<file path="config.mk">
export PLATFORM = sky130hd
export DESIGN_NAME = prio_enc_drain
export DESIGN_NICKNAME = d
export VERILOG_FILES = /design/src/rtl/enc_pkg.sv /design/src/rtl/prio_enc_comb.sv /design/src/rtl/prio_enc_drain.sv
export SDC_FILE = /design/constraint.sdc
export NUM_CORES = 1
export LEC_CHECK = 0
export ABC_CLOCK_PERIOD_IN_PS = 1800
export CORE_MARGIN = 5
export CORE_UTILIZATION = 40
export CTS_BUF_LIST = sky130_fd_sc_hd__clkbuf_8
export CTS_CLUSTER_SIZE = 40
export DETAILED_ROUTE_END_ITERATION = 10
export GPL_ROUTABILITY_DRIVEN = 0
export PLACE_DENSITY_LB_ADDON = 0.05
export SYNTH_ARGS = -nofsm -noshare
export SYNTH_HDL_FRONTEND = slang
export SYNTH_SLANG_ARGS = --single-unit
</file>
<file path="constraint.sdc">
create_clock -name clk -period 1.8 [get_ports clk]
set_clock_uncertainty 0.2 [all_clocks]
set_input_delay 0.36 -clock clk [delete_from_list [all_inputs] [get_ports clk]]
set_output_delay 0.36 -clock clk [all_outputs]
set_load 0.005 [all_outputs]
</file>
<file path="src/rtl/enc_pkg.sv">
// enc_pkg: shared FSM state encoding and pending-vector helper for prio_enc_drain.
package enc_pkg;
  typedef enum logic {ST_IDLE = 1'b0, ST_EMIT = 1'b1} state_t;
  localparam int ENC_MAX_W = 256;
  function automatic logic popcnt_le1(input logic [ENC_MAX_W-1:0] vec);
    return (vec & (vec - ENC_MAX_W'(1))) == '0;
  endfunction
endpackage

</file>
<file path="src/rtl/prio_enc_comb.sv">
// prio_enc_comb: combinational priority encoder, highest or lowest set bit wins per MSB_FIRST.
module prio_enc_comb #(
  parameter int N         = 8,
  parameter int IDX_W     = $clog2(N),
  parameter bit MSB_FIRST = 1'b1
) (
  input  logic [N-1:0]     vec,
  output logic [IDX_W-1:0] idx,
  output logic             any
);
  // Later loop iterations override earlier ones, so the scan order sets the winner.
  always_comb begin
    idx = '0;
    for (int i = 0; i < N; i++)
      if (vec[MSB_FIRST ? i : N-1-i]) idx = IDX_W'(MSB_FIRST ? i : N-1-i);
  end
  assign any = |vec;
endmodule

</file>
<file path="src/rtl/prio_enc_drain.sv">
// prio_enc_drain: accepts a request vector and drains the index of each set bit, one per beat.
// Optional ENC_ONEHOT_CHK_EN adds onehot_err, pulsed on the first beat of a non-one-hot vector.
module prio_enc_drain
  import enc_pkg::*;
#(
  parameter int N         = 8,
  parameter int IDX_W     = $clog2(N),
  parameter bit MSB_FIRST = 1'b1
) (
  input  logic             clk,
  input  logic             rst_n,
  input  logic             in_valid,
  output logic             in_ready,
  input  logic [N-1:0]     in_req,
  output logic             out_valid,
  input  logic             out_ready,
  output logic [IDX_W-1:0] out_idx,
  output logic             out_last,
  output logic             out_zero
`ifdef ENC_ONEHOT_CHK_EN
  ,
  output logic             onehot_err
`endif
);
  state_t           state_q;
  logic [N-1:0]     pend_q;
  logic             zero_q;
  logic [IDX_W-1:0] idx;
  logic             any, emit, last, fire, accept;
  prio_enc_comb #(.N(N), .IDX_W(IDX_W), .MSB_FIRST(MSB_FIRST)) u_enc (
    .vec(pend_q),
    .idx(idx),
    .any(any)
  );
  assign emit      = state_q == ST_EMIT;
  assign last      = !any || popcnt_le1(ENC_MAX_W'(pend_q));
  assign fire      = emit & out_ready;
  assign accept    = !emit & in_valid;
  assign in_ready  = !emit;
  assign out_valid = emit;
  assign out_idx   = emit ? idx : '0;
  assign out_last  = emit & last;
  assign out_zero  = emit & zero_q;
  always_ff @(posedge clk or negedge rst_n) begin
    if (!rst_n) begin
      state_q <= ST_IDLE;
      pend_q  <= '0;
      zero_q  <= 1'b0;
    end else if (accept) begin
      state_q <= ST_EMIT;
      pend_q  <= in_req;
      zero_q  <= in_req == '0;
    end else if (fire) begin
      pend_q  <= pend_q & ~(N'(1) << idx);
      state_q <= last ? ST_IDLE : ST_EMIT;
      zero_q  <= last ? 1'b0 : zero_q;
    end
  end
`ifdef ENC_ONEHOT_CHK_EN
  logic err_q;
  always_ff @(posedge clk or negedge rst_n) begin
    if (!rst_n) err_q <= 1'b0;
    else err_q <= accept & (in_req == '0 || !popcnt_le1(ENC_MAX_W'(in_req)));
  end
  assign onehot_err = err_q;
`endif
endmodule
</file>
* Word-level counts from Yosys, hierarchy flattened
Index checks and enable logic that the tools add are counted.
** Word-level totals
- Register bits :: 10
** Operators by class
- Bitwise gates (word level) :: 7
- Shifts and indexed selects :: 1
- Add/subtract/negate cells :: 1
- Mux-type cells :: 16
- Reduce and logical (&&, ||, !) cells :: 9
** Operator list (number)
- $and A8 B256 Y256 :: 1
- $logic_not A256 Y1 :: 1
- $mux W8 :: 2
- $mux W3 :: 5
- $sub A8 B1 Y9 const B :: 1
- $and A8 B8 Y8 :: 1
- $logic_not A8 Y1 :: 1
- $not A8 Y8 :: 1
- $reduce_or A8 Y1 :: 1
- $shl A1 B3 Y8 const A :: 1
- $mux W1 :: 7
- $and A1 B1 Y1 :: 4
- $mux W2 :: 2
- $reduce_bool A2 Y1 :: 2
- $logic_not A1 Y1 :: 2
- $reduce_and A2 Y1 :: 1
- $logic_or A1 B1 Y1 :: 1

* Logic depth before layout (Yosys ltp)
Gate-level depths: netlist of the first run.
- Depth after elaboration :: 12
- Mapped depth :: 5
- Gate-level depth less buffers :: 4

* By module
Synthesis of the first run repeated with hierarchy kept, for this count alone.
** Unflattened totals
- Cell total of the unflattened synthesis :: 79
- Area total of the unflattened synthesis :: 625.6 µm²
** Modules (own cells, without submodules)
- prio_enc_drain :: cells each 67, seq. area each 250.2 µm², area each 559.3 µm², instances 1
- prio_enc_comb :: cells each 12, seq. area each 0.0 µm², area each 66.3 µm², instances 1

* Least setup slack after synthesis of the first run
OpenSTA, ideal clock, no wires.
- Path kind :: flip-flop to output port
- Start point :: reg pend_q[3]
- End point :: out out_last
- Data arrival time :: 1.184 ns
- Path buffers :: 0
- Path slack :: 0.056 ns
- Cell stages (with the launch flop) :: 5
- Required time :: 1.240 ns
- Path through :: dfrtp_1 -> o41ai_1 -> nand3_1 -> o211ai_1 -> and3_1
** Between the ends
- Longest elaborated chain between the ends :: 5
- Elaborated cells on any way between the ends :: 7
- Those cells by class :: add/sub (1); bitwise (2); reduce/logical (4)
** Ends and longest elaborated chain
- from (decl) :: RTL line prio_enc_drain.sv:26 : logic [N-1:0] pend_q;
- from (signal assigned) :: RTL line prio_enc_drain.sv:51 : pend_q <= in_req;
- from (signal assigned) :: RTL line prio_enc_drain.sv:54 : pend_q <= pend_q & ~(N'(1) << idx);
- $sub A8 B1 Y9 :: RTL line enc_pkg.sv:6 : return (vec & (vec - ENC_MAX_W'(1))) == '0;
- $and A8 B256 Y256 :: RTL line enc_pkg.sv:6
- $logic_not A256 Y1 :: RTL line enc_pkg.sv:6
- $logic_or A1 B1 Y1 * :: RTL line prio_enc_drain.sv:36 : assign last = !any || popcnt_le1(ENC_MAX_W'(pend_q));
- $and A1 B1 Y1 * :: RTL line prio_enc_drain.sv:42 : assign out_last = emit & last;
- to (decl) :: RTL line prio_enc_drain.sv:18 : output logic out_last,
Every way passes the cells marked *; elsewhere a longest branch is shown, timed or not.

* Final worst setup path of the first run
Same ends and word-level chain as after synthesis.

==> summary.md, run 1 <==
| Metric | Value |
|---|---|
| Status | finished with violations |
| Violated checks | setup timing |
| Initial Utilization | approximately 42% |
| Post-route insts no fill | 141 |
| Yosys top cell by area | dfrtp_1 |
| R2R Path End | pend_q[0]$_DFFE_PN0P_ |
| Initial DRT Pass Iterations | 4 |
| Remaining Overflow, GRT | 0 |
| Antenna viol nets, final | 0 |
| Area after DPL | 990 µm² |
| Dpl hpwl | 1.51 mm |
| Final Hold Fails | 0 |
| Critical R2R Launch | out_valid$_DFFE_PN0P_ |
| Crit path DAT | 1.48 ns |
| Pleak | roughly 0.57 nW |
| Synth Register Bits | 10 |
| Worst skew pair latency | 0.24 ns |
| Die span in x | 50.1 µm |
| Final instance area | 0.00118 mm² |
| Fill cell count | 107 |
| Antenna diodes | 0 |
| Worst r2r path cells | 7 |
| Clock-pin slew on the worst setup and hold paths | 0.05 ns |
| Total placed cells including tap cells | about 130 |
| Area Overhead vs Synth | 83.3% |
| Area of the multi-input gates | 445 µm² |
| DRT iter0 DRCs | 26 |
| Largest cells by area after synthesis | dfrtp_1 (39%), nand2_1 (7.0%), a21oi_1 (4.7%) |
| Final Max Slew Viols | 0 |
| CORE AREA | 0.00152 mm² |
| Share of cells above drive strength 1 | roughly 45% |
| Initial antenna violation count | 0 |
| Input/output buffers | 18 |
| # H-tree levels | 1 |
| Distinct cell type count after synthesis | 29 |
| Worst Setup End Kind | output pin |
| Synthesis warning total | 0 |
| TritonCTS Buffers | 3 |
| Max Freq | roughly 500 MHz |
| Max-slew headroom | approximately 66% |
| Register area | approximately 250 µm² |
| Root Driver | clkbuf_8 |
| Register area share after synthesis | 38.8% |
| Max-cap violations | 0 |
| Area fraction of the dominant cell type after synthesis | 38.8% |
| Startpoint Class | register |
| Post-layout nets | about 140 |
| Total Routing Usage GR | 19.3% |
| Num ports | 19 |
| CP Class | reg2out |
| Hold Worst Slack | 0.254 ns |
| Power per cell area | around 1800 mW/mm² |
| Post-synth EDFFs | 0 |
| Detailed Route WL | 2.20 mm |
| Critical Path RT | 1.24 ns |
| Setup WS post-layout | -0.239 ns |
| Max FO, Critical Path | 4 |
| Commonest non-fill, non-tap cell in the layout | buf_4 |
| Actual slew at the worst max-slew pin | 0.503 ns |
| Die height | 50.1 µm |
| Row cnt | 14 |
| TritonCTS clock tree | yes |
| Hold-fix buffers at CTS | 0 |
| Mapped cell area | 644 µm² |
| CTS Sinks | 10 |
| Clock buffer depth | 2 |
| Worst VDD drop | 1150 µV |
| Min cycle time layout | 2.04 ns |
| First-pass GRT wire length | 3.74 mm |
| Synth Area per Inst | between 8 and 9 µm² |
| Asr flop ratio synth | 100% |
| Unrepaired setup endpoints after global routing | yes |
| Commonest non-fill, non-tap cells in the layout | buf_4 (24), nand2_1 (12), clkdlybuf4s50_1 (11), dfrtp_1 (8) |
| Wire per inst | about 16 µm |
| R2r setup slk | 0.04 ns |
| Endpoints failing setup | 3 |
| HP Class | in2async |
| Syn Nets | 87 |
| Residual DRC | 0 |
| Post-synth top flop | dfrtp_1 |
| Number of global-route vias before repair | between 700 and 800 |
| Vias/cell | 5.76 |
| Mapped Cells | 75 |
| Largest net degree at the start of global routing | 11 |
| Die area | 0.00251 mm² |
| Fin crit share | 113% |
| Routed via count | 812 |
## metal layers
metal	GRT usage (%)	vias up	wire, µm
li1	-	375	-
met1	25.5	388	929
met2	31.2	47	1060
met3	3.85	2	185
met4	6.55	0	26
met5	0	-	0
## power breakdown
part	internal [W]	switching, W
clock network	0.000193	0.0000975
logic	0.000823	0.000624
registers	0.000312	0.000104
total	0.00133	0.000826
## how the worst max path moves through the flow
stage,startpoint,end,slack [ns],cells past startpoint
2_1_floorplan,pend_q[3]$_DFFE_PN0P_,out_last,0.06,4
3_3_place_gp,pend_q[2]$_DFFE_PN0P_,out_last,-0.40,5
3_5_place_dp,pend_q[3]$_DFFE_PN0P_,out_last,-0.42,5
4_1_cts,pend_q[0]$_DFFE_PN0P_,out_last,-0.25,5
5_1_grt,pend_q[0]$_DFFE_PN0P_,out_last,-0.34,5
6_report,pend_q[3]$_DFFE_PN0P_,out_last,-0.24,6
## layout make-up
type,instances,area share [%]
inverter,2,0.636
timing repair buffer,47,33.9
multi-input combinational,62,37.7
clock buffer,4,4.66
sequential,10,21.4
tap,16,1.69
## metrics by stage
stage | setup slack (ns) | setup TNS (ns) | utilization (%) | total power [W]
after CTS | -0.249 | -0.557 | 75.3 | 0.00207
after detailed placement | -0.416 | -1.26 | 64.9 | 0.00158
final | -0.239 | -0.599 | 77.5 | 0.00215
after global placement | -0.396 | -1.25 | 64.9 | 0.00157
after global routing | -0.339 | -0.899 | 77.5 | 0.00230
after floorplan | 0.0563 | 0 | - | 0.000917
## cell usage after synthesis, types with 3 or more instances
cell,n
nand2_1,12
a21oi_1,6
nor4_1,3
and2_1,4
nor2_1,6
o21ai_0,4
dfrtp_1,10
## repair_timing
item	4_1_cts	5_1_grt
pin swaps	11	5
resized for setup	34	10
endpoints found under the setup margin	7	9
setup buffers	8	1
## sequential cells by signal, summed over array words and instances, names as in the netlist
name,cells
out_valid,1
zero_q,1
pend_q,8
## logic make-up (layout without fill, tap and decap cells)
| logic type | Yosys count | after routing | share of synthesized area [%] |
|---|---|---|---|
| AND/OR/NAND/NOR | 36 | 36 | 28.2 |
| AO/OA/AOI/OAI | 23 | 23 | 26.4 |
| flip-flops | 10 | 10 | 38.8 |
| buffers and inverters | 3 | 53 | 1.94 |
| multiplexers | 2 | 2 | 3.11 |
| adder cells (fa/ha/maj) | 1 | 1 | 1.55 |
## worst max-delay path: stages, from the launching register on
cell	delay, ns
dfrtp_1	0.43
buf_6	0.16
nor2_4	0.11
nand3_1	0.08
o211ai_1	0.19
and3_1	0.17
buf_2	0.10
Note: power is estimated with default switching activity, not from simulation.
==> run 2: changes to the inputs <==
CORE_UTILIZATION = 47   (was 40)
==> run 2 against run 1 <==
  * The flow still finishes with violations (setup timing)
  * Clock power increased by 5%
  * Count of clock-buffer cells in the layout stayed put
  * Global-route usage up 14 points
  * Setup slack worse by 0.13 ns
  * Cell count increased by 3.5%
  * Utilization is 17 points higher
  * Largest cell class unchanged
  * Combinational power up 23%
  * Via count increased by 23%
  * Highest routed layer unchanged
==> summary.md, run 2 (synthesis results as in run 1) <==
| Metric | Value |
|---|---|
| R2R Path End | pend_q[0]$_DFFE_PN0P_ |
| CORE AREA | 0.00130 mm² |
| Worst Setup End Kind | output pin |
| Fin crit share | 121% |
| Pleak | 0.575 nW |
| R2r setup slk | -0.27 ns |
| Input/output buffers | 18 |
| Violated checks | setup timing |
| Detailed Route WL | between 3 and 4 mm |
| Hold-fix buffers at CTS | 0 |
| Area of the multi-input gates | 449 µm² |
| Final instance area | 0.00123 mm² |
| Max-cap violations | 0 |
| Area Overhead vs Synth | 90.9% |
| Status | finished with violations |
| Largest net degree at the start of global routing | 11 |
| Max stage delay on crit path | 0.42 ns |
| DRT iter0 DRCs | 119 |
| Commonest non-fill, non-tap cells in the layout | buf_4 (28), nand2_1 (12), clkdlybuf4s50_1 (11), dfrtp_1 (7), buf_6 (7) |
| CTS Sinks | 10 |
| Vias/cell | between 6 and 7 |
| Initial Utilization | 49.5% |
| Antenna viol nets, final | 0 |
| WP buf/inv | 1 |
| Remaining Overflow, GRT | 0 |
| First-pass GRT wire length | 4.95 mm |
| Crit path DAT | 1.61 ns |
| Worst r2r path cells | 10 |
| Antenna diodes | 0 |
| Total Routing Usage GR | 33.1% |
| Post-route insts no fill | 146 |
| Startpoint Class | register |
| Levels on crit path | 5 |
| Worst path cell trace | nor3_2, nand3_2, o211ai_1, and3_1, buf_2 |
| TritonCTS Buffers | 3 |
| Die height | 47.0 µm |
| Delay-heaviest family, CP | simple AND/OR/NAND/NOR gates |
| CP Class | reg2out |
| Power per cell area | 2060 mW/mm² |
| Area after DPL | slightly below 0.001 mm² |
| Post-layout nets | 144 |
| Max reg flops | 8 |
| Clock-pin slew on the worst setup and hold paths | 0.06 ns |
| # H-tree levels | 1 |
| Wire per inst | 24.0 µm |
| Residual DRC | 0 |
| Worst VDD drop | 1520 µV |
| Routed via count | 996 |
| Initial DRT Pass Iterations | 5 |
| HP Class | in2async |
| Initial antenna violation count | 0 |
| Critical R2R Launch | pend_q[2]$_DFFE_PN0P_ |
| Register area | 254 µm² |
| Row cnt | 13 |
| Root Driver | clkbuf_8 |
| Fill cell count | 40 |
| Biggest register | pend_q |
| Min cycle time layout | 2.17 ns |
| Number of global-route vias before repair | 1007 |
| Setup TNS | -1.61 ns |
| Die span in x | between 40 and 50 µm |
| Commonest non-fill, non-tap cell in the layout | buf_4 |
| Post-Place Worst Slack | -0.485 ns |
| Max Freq | between 400 and 500 MHz |
| Dpl hpwl | approximately 1.7 mm |
| Share of cells above drive strength 1 | slightly below 50% |
| Unrepaired setup endpoints after global routing | yes |
| Clock buffer depth | 2 |
| Worst skew pair latency | 0.25 ns |
| TritonCTS clock tree | yes |
| Endpoints failing setup | 7 |
| Setup WS post-layout | -0.370 ns |
| Num ports | 19 |
| Max FO, Critical Path | 2 |
| Actual slew at the worst max-slew pin | 0.489 ns |
| Critical Path RT | 1.24 ns |
| Die area | 0.00221 mm² |
| Max-slew headroom | between 60% and 70% |
| Final Hold Fails | 0 |
| Final core utilization | 94.5% |
| Total placed cells including tap cells | 126 |
| Final Max Slew Viols | 0 |
| Slowest stage cell, crit path | dfrtp_1 |
run 2: cell types whose count changed in the layout (fill, tap and decap cells not counted), sizes merged:
cell | previous run | this run
dlygate4sd2 | 1 | 3
dlymetal6s2s | 2 | 0
buf | 33 | 39
run 2: layer usage:
layer / vias up / global-route usage, % / wire [µm]
li1: 391 / - / -
met1: 451 / 38.0 / 1160
met2: 116 / 58.5 / 1590
met3: 38 / 8.81 / 484
met4: 0 / 12.2 / 286
met5: - / 0 / 0
run 2: timing repair:
action / CTS / global route
endpoints found under the setup margin: 7 / 10
gates resized for setup: 42 / 6
pin swaps: 12 / 7
setup buffers: 15 / 1
run 2: where the power goes:
| group | switching [W] | internal, W |
|---|---|---|
| Clock | 0.000113 | 0.000194 |
| Sequential | 0.000123 | 0.000314 |
| Combinational | 0.000845 | 0.000948 |
| Total | 0.00108 | 0.00146 |
run 2: metrics by stage:
stage | hold WS (ns) | total power, W
6_report | 0.236 | 0.00254
5_1_grt | 0.249 | 0.00266
4_1_cts | 0.258 | 0.00224
3_5_place_dp | 0.332 | 0.00159
3_3_place_gp | 0.325 | 0.00154
2_1_floorplan | -0.136 | 0.000917
run 2: area by class of cell:
class | count | share of cell area (%)
inverters | 2 | 0.610
multi-input cells | 62 | 36.5
clock buffers | 4 | 4.48
repair buffers | 53 | 36.2
flip-flops and latches | 10 | 20.7
well taps | 15 | 1.53
run 2: worst max path at each step:
stage	start	slack [ns]	to
finish	pend_q[6]$_DFFE_PN0P_	-0.37	out_last
global route	pend_q[6]$_DFFE_PN0P_	-0.52	out_last
CTS	pend_q[0]$_DFFE_PN0P_	-0.30	out_last
detailed placement	pend_q[3]$_DFFE_PN0P_	-0.48	out_last
global placement	pend_q[2]$_DFFE_PN0P_	-0.41	out_last
floorplan	pend_q[3]$_DFFE_PN0P_	0.06	out_last
==> run 3: changes to the inputs <==
CORE_MARGIN = 4   (was 5)
==> run 3 against run 2 <==
  * The flow now stops in 5_1_grt
  * Synthesized cell count unchanged
  * Synthesized area unchanged
==> summary.md, run 3 <==
| Metric | Value |
|---|---|
| Status | stopped before the end |
| Fail Step | 5_1_grt |
| Run Error | [ERROR DPL-0038] Utilization greater than 100%, impossible to legalize |
| Num ports | 19 |
| Clock buffer depth | 2 |
| Post-synth top flop | dfrtp_1 |
| WEP type | primary output |
| Asr flop ratio synth | 100% |
| Synth Register Bits | 10 |
| Largest net degree at the start of global routing | 11 |
| Distinct cell type count after synthesis | 29 |
| Register area share after synthesis | 38.8% |
| Post-synth EDFFs | 0 |
| Die height | 45.0 µm |
| Row cnt | 13 |
| Largest cells by area after synthesis | dfrtp_1 (39%), nand2_1 (7.0%), a21oi_1 (4.7%) |
| Input/output buffers | 18 |
| Initial Utilization | 49.5% |
| Die span in x | 45.0 µm |
| Area fraction of the dominant cell type after synthesis | 38.8% |
| # H-tree levels | 1 |
| Worst endpoint, post-GRT repair | out_last |
| TritonCTS Buffers | 3 |
| Yosys top cell by area | dfrtp_1 |
| Syn Nets | 87 |
| CTS Sinks | 10 |
| Commonest cells post-synth | nand2_1 (12), dfrtp_1 (10), a21oi_1 (6), nor2_1 (6) |
| Area after DPL | 0.00100 mm² |
| Mapped Cells | 75 |
| Synthesis warning total | 0 |
| Hold-fix buffers at CTS | 0 |
| Synth Area per Inst | approximately 8.6 µm² |
| Mapped cell area | about 640 µm² |
| Dpl hpwl | between 1.5 and 2 mm |
| Root Driver | clkbuf_8 |
| Top-count cell post-synth | nand2_1 |
[run 3: cell counts after synthesis]
No cell type changed its count.
[run 3: cell families after synthesis]
family,synth area share [%]
mux,3.11
fa+ha+maj,1.55
compound gates,26.4
simple gates,28.2
buf+inv,1.94
flops,38.8
[run 3: timing repair]
action                     CTS
resized for setup           39
pin swaps                   15
setup buffers               16
setup endpoints to repair    7
[run 3: stage by stage]
stage / setup slack [ns] / std cells / setup TNS [ns]
4_1_cts: -0.360 / 148 / -0.746
3_5_place_dp: -0.511 / 129 / -1.50
3_3_place_gp: -0.409 / 129 / -1.23
2_1_floorplan: 0.0563 / 75 / 0
==> run 4: changes to the inputs <==
CORE_AREA = 4 4 65 67   (was not set)
CORE_MARGIN = not set   (was 4)
CORE_UTILIZATION = not set   (was 47)
CTS_BUF_LIST = not set   (was sky130_fd_sc_hd__clkbuf_8)
CTS_CLUSTER_SIZE = not set   (was 40)
DIE_AREA = 0 0 69 71   (was not set)
PLACE_DENSITY_LB_ADDON = 0.15   (was 0.05)
==> run 4 against run 3 <==
  * The flow now finishes, with violations (setup timing)
==> summary.md, run 4 (synthesis results as in run 1) <==
| Metric | Value |
|---|---|
| Initial Utilization | 17.7% |
| Crit path DAT | 1.60 ns |
| Number of global-route vias before repair | roughly 910 |
| Max-cap violations | 0 |
| Max reg flops | 8 |
| Final Hold Fails | 0 |
| Pleak | 0.625 nW |
| Wl on met1 | 1.10 mm |
| Max FO, Critical Path | 4 |
| Worst VDD drop | ~590 µV |
| Endpoints failing setup | 3 |
| Status | finished with violations |
| # H-tree levels | 1 |
| Die area | 0.00490 mm² |
| Met2 routed WL | 1.36 mm |
| NetSw | 0.000927 W |
| Wire per inst | 14.2 µm |
| Area Overhead vs Synth | 112% |
| Clk pwr share | 11.9% |
| Share of cells above drive strength 1 | 51.1% |
| DRT iter0 DRCs | 17 |
| Row cnt | 22 |
| Crit path from | pend_q[1]$_DFFE_PN0P_ |
| Tot Pwr | about 0.0025 W |
| Initial DRT Pass Iterations | 4 |
| Initial antenna violation count | 0 |
| Unrepaired setup endpoints after global routing | yes |
| Clock-pin slew on the worst setup and hold paths | approximately 0.050 ns |
| Residual DRC | 0 |
| Remaining Overflow, GRT | 0 |
| Violated checks | setup timing |
| Commonest non-fill, non-tap cells in the layout | buf_4 (28), buf_6 (13), nand2_1 (12), clkdlybuf4s50_1 (11), dfrtp_1 (7) |
| Die height | 71 µm |
| Met3 routed WL | between 70 and 80 µm |
| Vias/cell | 4.50 |
| Combinational share of power | between 70% and 80% |
| Detailed Route WL | 2.62 mm |
| Hold-fix buffers at CTS | 0 |
| Critical R2R Launch | pend_q[2]$_DFFE_PN0P_ |
| Die span in x | 69 µm |
| CTS Sinks | 10 |
| Startpoint Class | register |
| Largest net degree at the start of global routing | 11 |
| Antenna diodes | 0 |
| Worst Setup End Kind | output pin |
| Max-slew headroom | 64.7% |
| Fill cell count | 394 |
| CORE AREA | 0.00363 mm² |
| Num ports | 19 |
| Input/output buffers | 18 |
| Dpl hpwl | 1.88 mm |
| TritonCTS Buffers | 3 |
| Top Layer Used | met4 |
| Internal Power | between 0.0015 and 0.002 W |
| Fin crit share | 120% |
| CP Class | reg2out |
| HP Class | in2async |
| Root Driver | clkbuf_8 |
| Clock buffer depth | 2 |
| Total Routing Usage GR | 11.2% |
| Worst skew pair latency | between 0.2 and 0.25 ns |
| Power share of the sequential group | 16.5% |
| Switching portion of total power | 37.7% |
| Antenna viol nets, final | 0 |
| Critical Path RT | about 1.2 ns |
| First-pass GRT wire length | between 4 and 5 mm |
| Actual slew at the worst max-slew pin | 0.527 ns |
| Setup WS post-layout | -0.357 ns |
| Routed via count | 832 |
| Biggest register | pend_q |
| Max Freq | roughly 460 MHz |
| TritonCTS clock tree | yes |
| Setup TNS | -0.636 ns |
| Power per cell area | 1800 mW/mm² |
| Commonest non-fill, non-tap cell in the layout | buf_4 |
| Hold Worst Slack | about 0.27 ns |
| Min cycle time layout | 2.16 ns |
| Post-layout nets | 150 |
| Final Max Slew Viols | 0 |
-- run 4: worst paths after layout --
path | endpoint | cells after the start | slack, ns
min in group clk | zero_q$_DFFE_PN0P_ | 2 | 0.38
setup / recovery | out_last | 6 | -0.36
hold / removal | pend_q[7]$_DFFE_PN0P_ | 1 | 0.27
max in group asynchronous | pend_q[3]$_DFFE_PN0P_ | 1 | 0.75
hold reg to reg | zero_q$_DFFE_PN0P_ | 2 | 0.38
setup reg to reg | pend_q[7]$_DFFE_PN0P_ | 8 | 0.01
-- run 4: worst max-delay path, cell delays in order (launching register included) --
cell and delay [ns]:
dfrtp_1 0.39, buf_6 0.14, o41ai_4 0.33, nand3_1 0.11, o211ai_1 0.12, and3_1 0.18, buf_2 0.11
-- run 4: per-layer routing --
metal  GRT usage [%]  vias up
li1                -      401
met1            12.6      403
met2            20.0       18
met3            2.56       10
met4            5.42        0
met5               0        -
-- run 4: cell type report --
| type | instances | area (µm²) | share of cell area, % |
|---|---|---|---|
| Sequential cell | 10 | 254 | 18.6 |
| Tap cell | 48 | 60.1 | 4.39 |
| Timing Repair Buffer | 59 | 517 | 37.8 |
| Clock buffer | 4 | 55.1 | 4.03 |
| Inverter | 2 | 7.51 | 0.549 |
| Multi-Input combinational cell | 62 | 474 | 34.7 |
-- run 4: power groups by stage --
stage	logic (W)	registers, W	clock network, W
after floorplan	0.000510	0.000407	0
after global placement	0.00127	0.000404	0
after detailed placement	0.00126	0.000407	0
after CTS	0.00163	0.000393	0.000300
after global routing	0.00190	0.000415	0.000310
final	0.00176	0.000406	0.000293
-- run 4: per-stage QoR --
stage	cells	worst slack, ns	utilization (%)	instance area (µm²)
2_1_floorplan	75	0.0563	-	644
3_3_place_gp	165	-0.465	29.4	1070
3_5_place_dp	165	-0.479	29.4	1070
4_1_cts	182	-0.344	36.0	1310
5_1_grt	185	-0.434	37.6	1370
6_report	185	-0.357	37.6	1370
-- run 4: what timing repair did --
item,CTS,global route
cloned,0,0
setup endpoints to repair,7,5
endpoints found under the hold margin,0,0
pin swaps,10,7
resized for setup,44,12
buffers inserted,15,5
